<file path="config.mk">
export PLATFORM = sky130hd
export DESIGN_NAME = led_blink_scheduler
export DESIGN_NICKNAME = d
export VERILOG_FILES = /design/src/rtl/led_blink_scheduler.sv
export SDC_FILE = /design/constraint.sdc
export NUM_CORES = 1
export LEC_CHECK = 0
export BUFFER_PORTS_ARGS = -buffer_cell sky130_fd_sc_hd__buf_2
export CORE_MARGIN = 3
export CORE_UTILIZATION = 60
export CTS_CLUSTER_SIZE = 12
export DETAILED_ROUTE_END_ITERATION = 12
export GPL_TIMING_DRIVEN = 0
export PLACE_DENSITY = 0.78
export SLEW_MARGIN = 20
export SYNTH_ARGS = -nofsm -noshare
export SYNTH_HDL_FRONTEND = slang
export SYNTH_SLANG_ARGS = --single-unit
</file>
<file path="constraint.sdc">
create_clock -name clk -period 2.6 [get_ports clk]
set_input_delay 0.39 -clock clk [delete_from_list [all_inputs] [get_ports clk]]
set_output_delay 0.39 -clock clk [all_outputs]
set_load 0.005 [all_outputs]
</file>
<file path="src/rtl/led_blink_scheduler.sv">
// led_blink_scheduler: round-robin LED rate arbiter with dwell and gap; LED_SCHED_PREEMPT_EN makes requester 0 urgent
module led_blink_scheduler #(
  parameter int DWELL_CYCLES = 33000000,
  parameter int GAP_CYCLES   = 6600000
) (
  input  logic       clk,
  input  logic       rst,
  input  logic [3:0] req,
  input  logic [7:0] rate,
  output logic [3:0] grant,
  output logic [1:0] sel,
  output logic       en,
  output logic       busy
);
  localparam logic [1:0] IDLE  = 2'd0;
  localparam logic [1:0] GRANT = 2'd1;
  localparam logic [1:0] GAP   = 2'd2;
  localparam int DW = (DWELL_CYCLES > 1) ? $clog2(DWELL_CYCLES) : 1;
  localparam int GW = (GAP_CYCLES > 1) ? $clog2(GAP_CYCLES) : 1;
  localparam logic [DW-1:0] DWELL_LAST = DW'(DWELL_CYCLES - 1);
  localparam logic [GW-1:0] GAP_LAST   = GW'((GAP_CYCLES > 0) ? GAP_CYCLES - 1 : 0);
  logic [1:0]    state_q, state_d;
  logic [3:0]    grant_q, grant_d;
  logic [1:0]    sel_q, sel_d;
  logic          en_q, en_d;
  logic [1:0]    rr_ptr_q, rr_ptr_d;
  logic [DW-1:0] dwell_cnt_q, dwell_cnt_d;
  logic [GW-1:0] gap_cnt_q, gap_cnt_d;
  logic [1:0]    owner, win;
  logic          dwell_done, release_now, preempt;
  // owner index, round-robin winner and release/preempt decisions
  always_comb begin
    owner       = {grant_q[3] | grant_q[2], grant_q[3] | grant_q[1]};
    win         = 2'd0;
    for (int k = 3; k >= 0; k--)
      if (req[rr_ptr_q + 2'(k)]) win = rr_ptr_q + 2'(k);
    dwell_done  = (dwell_cnt_q == DWELL_LAST);
    release_now = dwell_done && (!req[owner] || (|(req & ~grant_q)));
`ifdef LED_SCHED_PREEMPT_EN
    preempt     = (owner != 2'd0) && req[0];
`else
    preempt     = 1'b0;
`endif
  end
  // next-state logic for the IDLE / GRANT / GAP sequencer
  always_comb begin
    state_d     = state_q;
    grant_d     = grant_q;
    sel_d       = sel_q;
    en_d        = en_q;
    rr_ptr_d    = rr_ptr_q;
    dwell_cnt_d = dwell_cnt_q;
    gap_cnt_d   = gap_cnt_q;
    case (state_q)
      IDLE: if (|req) begin
        grant_d     = 4'b0001 << win;
        sel_d       = rate[{win, 1'b0} +: 2];
        en_d        = 1'b1;
        dwell_cnt_d = '0;
        state_d     = GRANT;
      end
      GRANT: if (preempt) begin
        grant_d     = 4'b0001;
        sel_d       = rate[1:0];
        en_d        = 1'b1;
        dwell_cnt_d = '0;
        rr_ptr_d    = owner + 2'd1;
      end else begin
        sel_d       = req[owner] ? rate[{owner, 1'b0} +: 2] : sel_q;
        dwell_cnt_d = dwell_done ? dwell_cnt_q : dwell_cnt_q + DW'(1);
        if (release_now) begin
          grant_d   = 4'b0000;
          en_d      = 1'b0;
          rr_ptr_d  = owner + 2'd1;
          gap_cnt_d = '0;
          state_d   = (GAP_CYCLES > 0) ? GAP : IDLE;
        end
      end
      GAP: begin
        state_d   = (gap_cnt_q == GAP_LAST) ? IDLE : GAP;
        gap_cnt_d = (gap_cnt_q == GAP_LAST) ? gap_cnt_q : gap_cnt_q + GW'(1);
      end
      default: state_d = IDLE;
    endcase
  end
  // state registers with synchronous reset
  always_ff @(posedge clk) begin
    if (rst) begin
      state_q     <= IDLE;
      grant_q     <= '0;
      sel_q       <= '0;
      en_q        <= 1'b0;
      rr_ptr_q    <= '0;
      dwell_cnt_q <= '0;
      gap_cnt_q   <= '0;
    end else begin
      state_q     <= state_d;
      grant_q     <= grant_d;
      sel_q       <= sel_d;
      en_q        <= en_d;
      rr_ptr_q    <= rr_ptr_d;
      dwell_cnt_q <= dwell_cnt_d;
      gap_cnt_q   <= gap_cnt_d;
    end
  end
  assign grant = grant_q;
  assign sel   = sel_q;
  assign en    = en_q;
  assign busy  = (state_q != IDLE);
endmodule

</file>
==> impl_metrics.json <==
{
  "final_cell_mix": "nor2_1 (62), dfxtp_1 (58), nand2_1 (27)",
  "drt_iter0_markers": 227,
  "gp_congestion": 0.931,
  "synthToLayoutAreaGrowth_pct": 14.0,
  "insertion_delay_ns": 0.34,
  "tightest_slew_ns": 0.817,
  "crit_buf_inv": 3,
  "clkTransAtPathRegs_ns": 0.07,
  "total_power_mw": 2.09,
  "layout_commonest_cell": "nor2_1",
  "synth_top_family_by_area": "simple AND/OR/NAND/NOR gates",
  "io_buffers": 19,
  "cts_tree": "done",
  "diodes": 0,
  "die_x_um": 79.0,
  "setup_violations": 0,
  "cts_root_buf": "clkbuf_8",
  "status": "completed",
  "irDropWorstVdd_mv": 0.489,
  "synth-simple-area-share": 0.328,
  "dieArea_mm2": 0.00625,
  "core-area_mm2": 0.00494,
  "reg2reg_to": "gap_cnt_q[5]$_SDFFE_PP0P_",
  "grt_pass1_wl_um": 13000,
  "fin_util": 0.738,
  "syn_inst": 388,
  "synth.distinct_cells": 55,
  "dpl.hpwl_um": 5230,
  "grt_util_met3": 0.0782,
  "max_clock_freq_ghz": 0.401,
  "critPathTopFamily": "simple AND/OR/NAND/NOR gates",
  "synthArstFlopShare": 0,
  "hp-class": "primary input to flop",
  "crit-reg2reg-launch": "dwell_cnt_q[7]$_SDFFE_PP0P_",
  "slowest_stage": "or4b_4",
  "grt_use_total": 0.261,
  "fin_nets": 433,
  "die_height_um": 79.0,
  "fin_skew_ns": 0.00965,
  "regArea_mm2": 0.00118,
  "synth-seq-cells": 59,
  "cts_buffers": 9,
  "timing.final.max_slew_violations": 0,
  "cpMostUsedCell": "buf_4",
  "antenna_found_initial": 0,
  "io_pins": 22,
  "grt_busiest_layer": "met2",
  "drcViolationCount": 0,
  "routed_wl_um": 7590,
  "gr-usage-met2": 0.405,
  "ys_seq_area_frac": 0.369,
  "fin_crit_sh": 0.959,
  "synth_compound_area_frac": 0.135,
  "synth.mux.area_fraction": 0.0309,
  "dr.pass1.iters": 5,
  "dominantRegCellSynth": "dfxtp_1",
  "reg2reg_depth": 8,
  "avgSynthCellArea_um2": 8.25,
  "reg2reg_slack_ns": 0.11,
  "startpoint": "dwell_cnt_q[7]$_SDFFE_PP0P_",
  "cap_violations": 0,
  "crit_required_ns": 2.84,
  "cp-start-kind": "flop",
  "worstHoldStart": "rst",
  "hold_violations": 0,
  "yosys.area_share.adder": 0.00782,
  "grt_max_degree": 11,
  "drtAntennaViolNets": 0,
  "drive_gt1_frac": 0.140,
  "cts_sinks": 59,
  "syn_nets": 404,
  "cts_buffer_depth": 2,
  "hold_end": "sel[0]$_SDFFE_PP0P_",
  "cp-end-kind": "flop",
  "wire_per_inst_um": 15.5,
  "slew_headroom": 0.450,
  "layout_min_cycle_time_ns": 2.49,
  "cp_data_arrival_time_ns": 2.73,
  "synth-xor-area-share": 0.0958,
  "power.density_mw_per_mm2": 572,
  "min_delay_path_depth": 2,
  "leakage_nw": 1.28,
  "multi_input_area_mm2": 0.00194,
  "initial_core_util": 0.648,
  "post_cts_buffers": 0,
  "fill_cells": 405,
  "synth_edf_count": 0,
  "worstPathCellList": "or4b_4, nor4_4, o2111ai_2, buf_6, nand2b_1, buf_4, buf_4, nor2_1",
  "worst-path-max-fanout": 10,
  "h-tree-depth": 3,
  "post_drt_via_cell_ratio": 6.09,
  "worst-setup-path-type": "flop to flop",
  "placementRows": 25,
  "via_count": 2980,
  "netlist_area_mm2": 0.00320,
  "grt_pass1_vias": 2847,
  "ys_warn_count": 0,
  "grt_overflow_total": 0,
  "grt_use_met1": 0.343,
  "cpPeakStageDelay_ns": 0.57
}
==> cell type report <==
class	count	share of cell area
timing repair buffer	19	0.0261
buffer	15	0.0202
tap	67	0.0230
multi-input combinational	304	0.531
clock inverter	5	0.0274
sequential	59	0.324
inverter	9	0.00926
clock buffer	11	0.0387
==> timing repair <==
action | CTS | global route
gates resized for setup | 0 | 7
endpoints found under the setup margin | 11 | 24
hold buffers | 0 | 0
==> registers in the layout, indices dropped and copies added (netlist names) <==
| name | flops |
|---|---|
| grant | 4 |
| rr_ptr_q | 2 |
| sel | 2 |
| dwell_cnt_q | 25 |
| en | 1 |
| gap_cnt_q | 23 |
| state_q | 2 |
==> Yosys cell counts (2+ instances only) <==
library cell	number	area [um2]
or4_1	5	37.5
nor2_1	62	233
nand4_1	23	144
a21o_1	2	15.0
mux2_2	7	78.8
nand3_1	24	120
nand4b_1	2	17.5
xnor2_1	17	149
mux2i_1	2	20.0
dfxtp_1	59	1180
or2_2	2	12.5
a222oi_1	2	20.0
or3_1	2	12.5
buf_2	3	15.0
ha_1	2	25.0
a32oi_1	2	17.5
nand2b_1	8	50.1
and2_1	6	37.5
and4_1	4	35.0
o21ai_0	7	35.0
o211ai_1	5	37.5
o2111ai_1	2	17.5
nor4bb_1	2	20.0
inv_1	9	33.8
a21oi_2	2	17.5
and3_1	11	68.8
clkbuf_1	10	37.5
nor3_1	6	30.0
a221oi_1	2	17.5
nor2b_1	5	31.3
nor4_1	3	18.8
xor2_1	18	158
a22oi_1	2	15.0
nor3b_1	2	15.0
a21oi_1	22	110
nand2_1	27	101
==> power by group <==
group          internal (mW)  switching, mW
Sequential             0.915         0.0108
Combinational         0.0575         0.0789
Clock                  0.660          0.367
Total                   1.63          0.457
==> cells by family after synthesis <==
family	after synthesis
and+or+nand+nor	199
buffers and inverters	25
muxes	9
xor gates and xnor gates	35
DFF	59
adders and majority gates	2
AOI/OAI and AO/OA	59
==> how the worst max path moves through the flow <==
stage,cells past startpoint,end,slack [ns]
after floorplan,9,gap_cnt_q[2]$_SDFFE_PP0P_,0.26
after global placement,9,gap_cnt_q[5]$_SDFFE_PP0P_,-0.04
after detailed placement,9,gap_cnt_q[21]$_SDFFE_PP0P_,-0.08
after CTS,8,gap_cnt_q[19]$_SDFFE_PP0P_,0.04
after global routing,8,gap_cnt_q[7]$_SDFFE_PP0P_,-0.02
final,8,gap_cnt_q[5]$_SDFFE_PP0P_,0.11
==> worst reg2reg max path, cell delays in order, from the launching register on <==
cell	delay, ns
dfxtp_1	0.37
or4b_4	0.57
nor4_4	0.35
o2111ai_2	0.25
buf_6	0.23
nand2b_1	0.16
buf_4	0.21
buf_4	0.19
nor2_1	0.06
==> per-layer routing <==
layer,wire (um),part of all wire,vias to the layer above
li1,-,-,1457
met1,3470,0.46,1394
met2,3520,0.46,116
met3,509,0.067,13
met4,102,0.013,0
met5,0,0,-
==> stage by stage <==
stage                     setup slack [ns]  cell area [um2]  instances  TNS [ns]  hold slack [ns]
final                                0.107             3650        489         0            0.412
after global routing               -0.0188             3650        489    -0.101            0.414
after detailed placement           -0.0779             3380        474    -0.740            0.470
after CTS                           0.0364             3620        489         0            0.393
after global placement             -0.0411             3380        474    -0.400            0.467
after floorplan                      0.261             3200        388         0            0.453
Power figures use the tool's default switching activity.
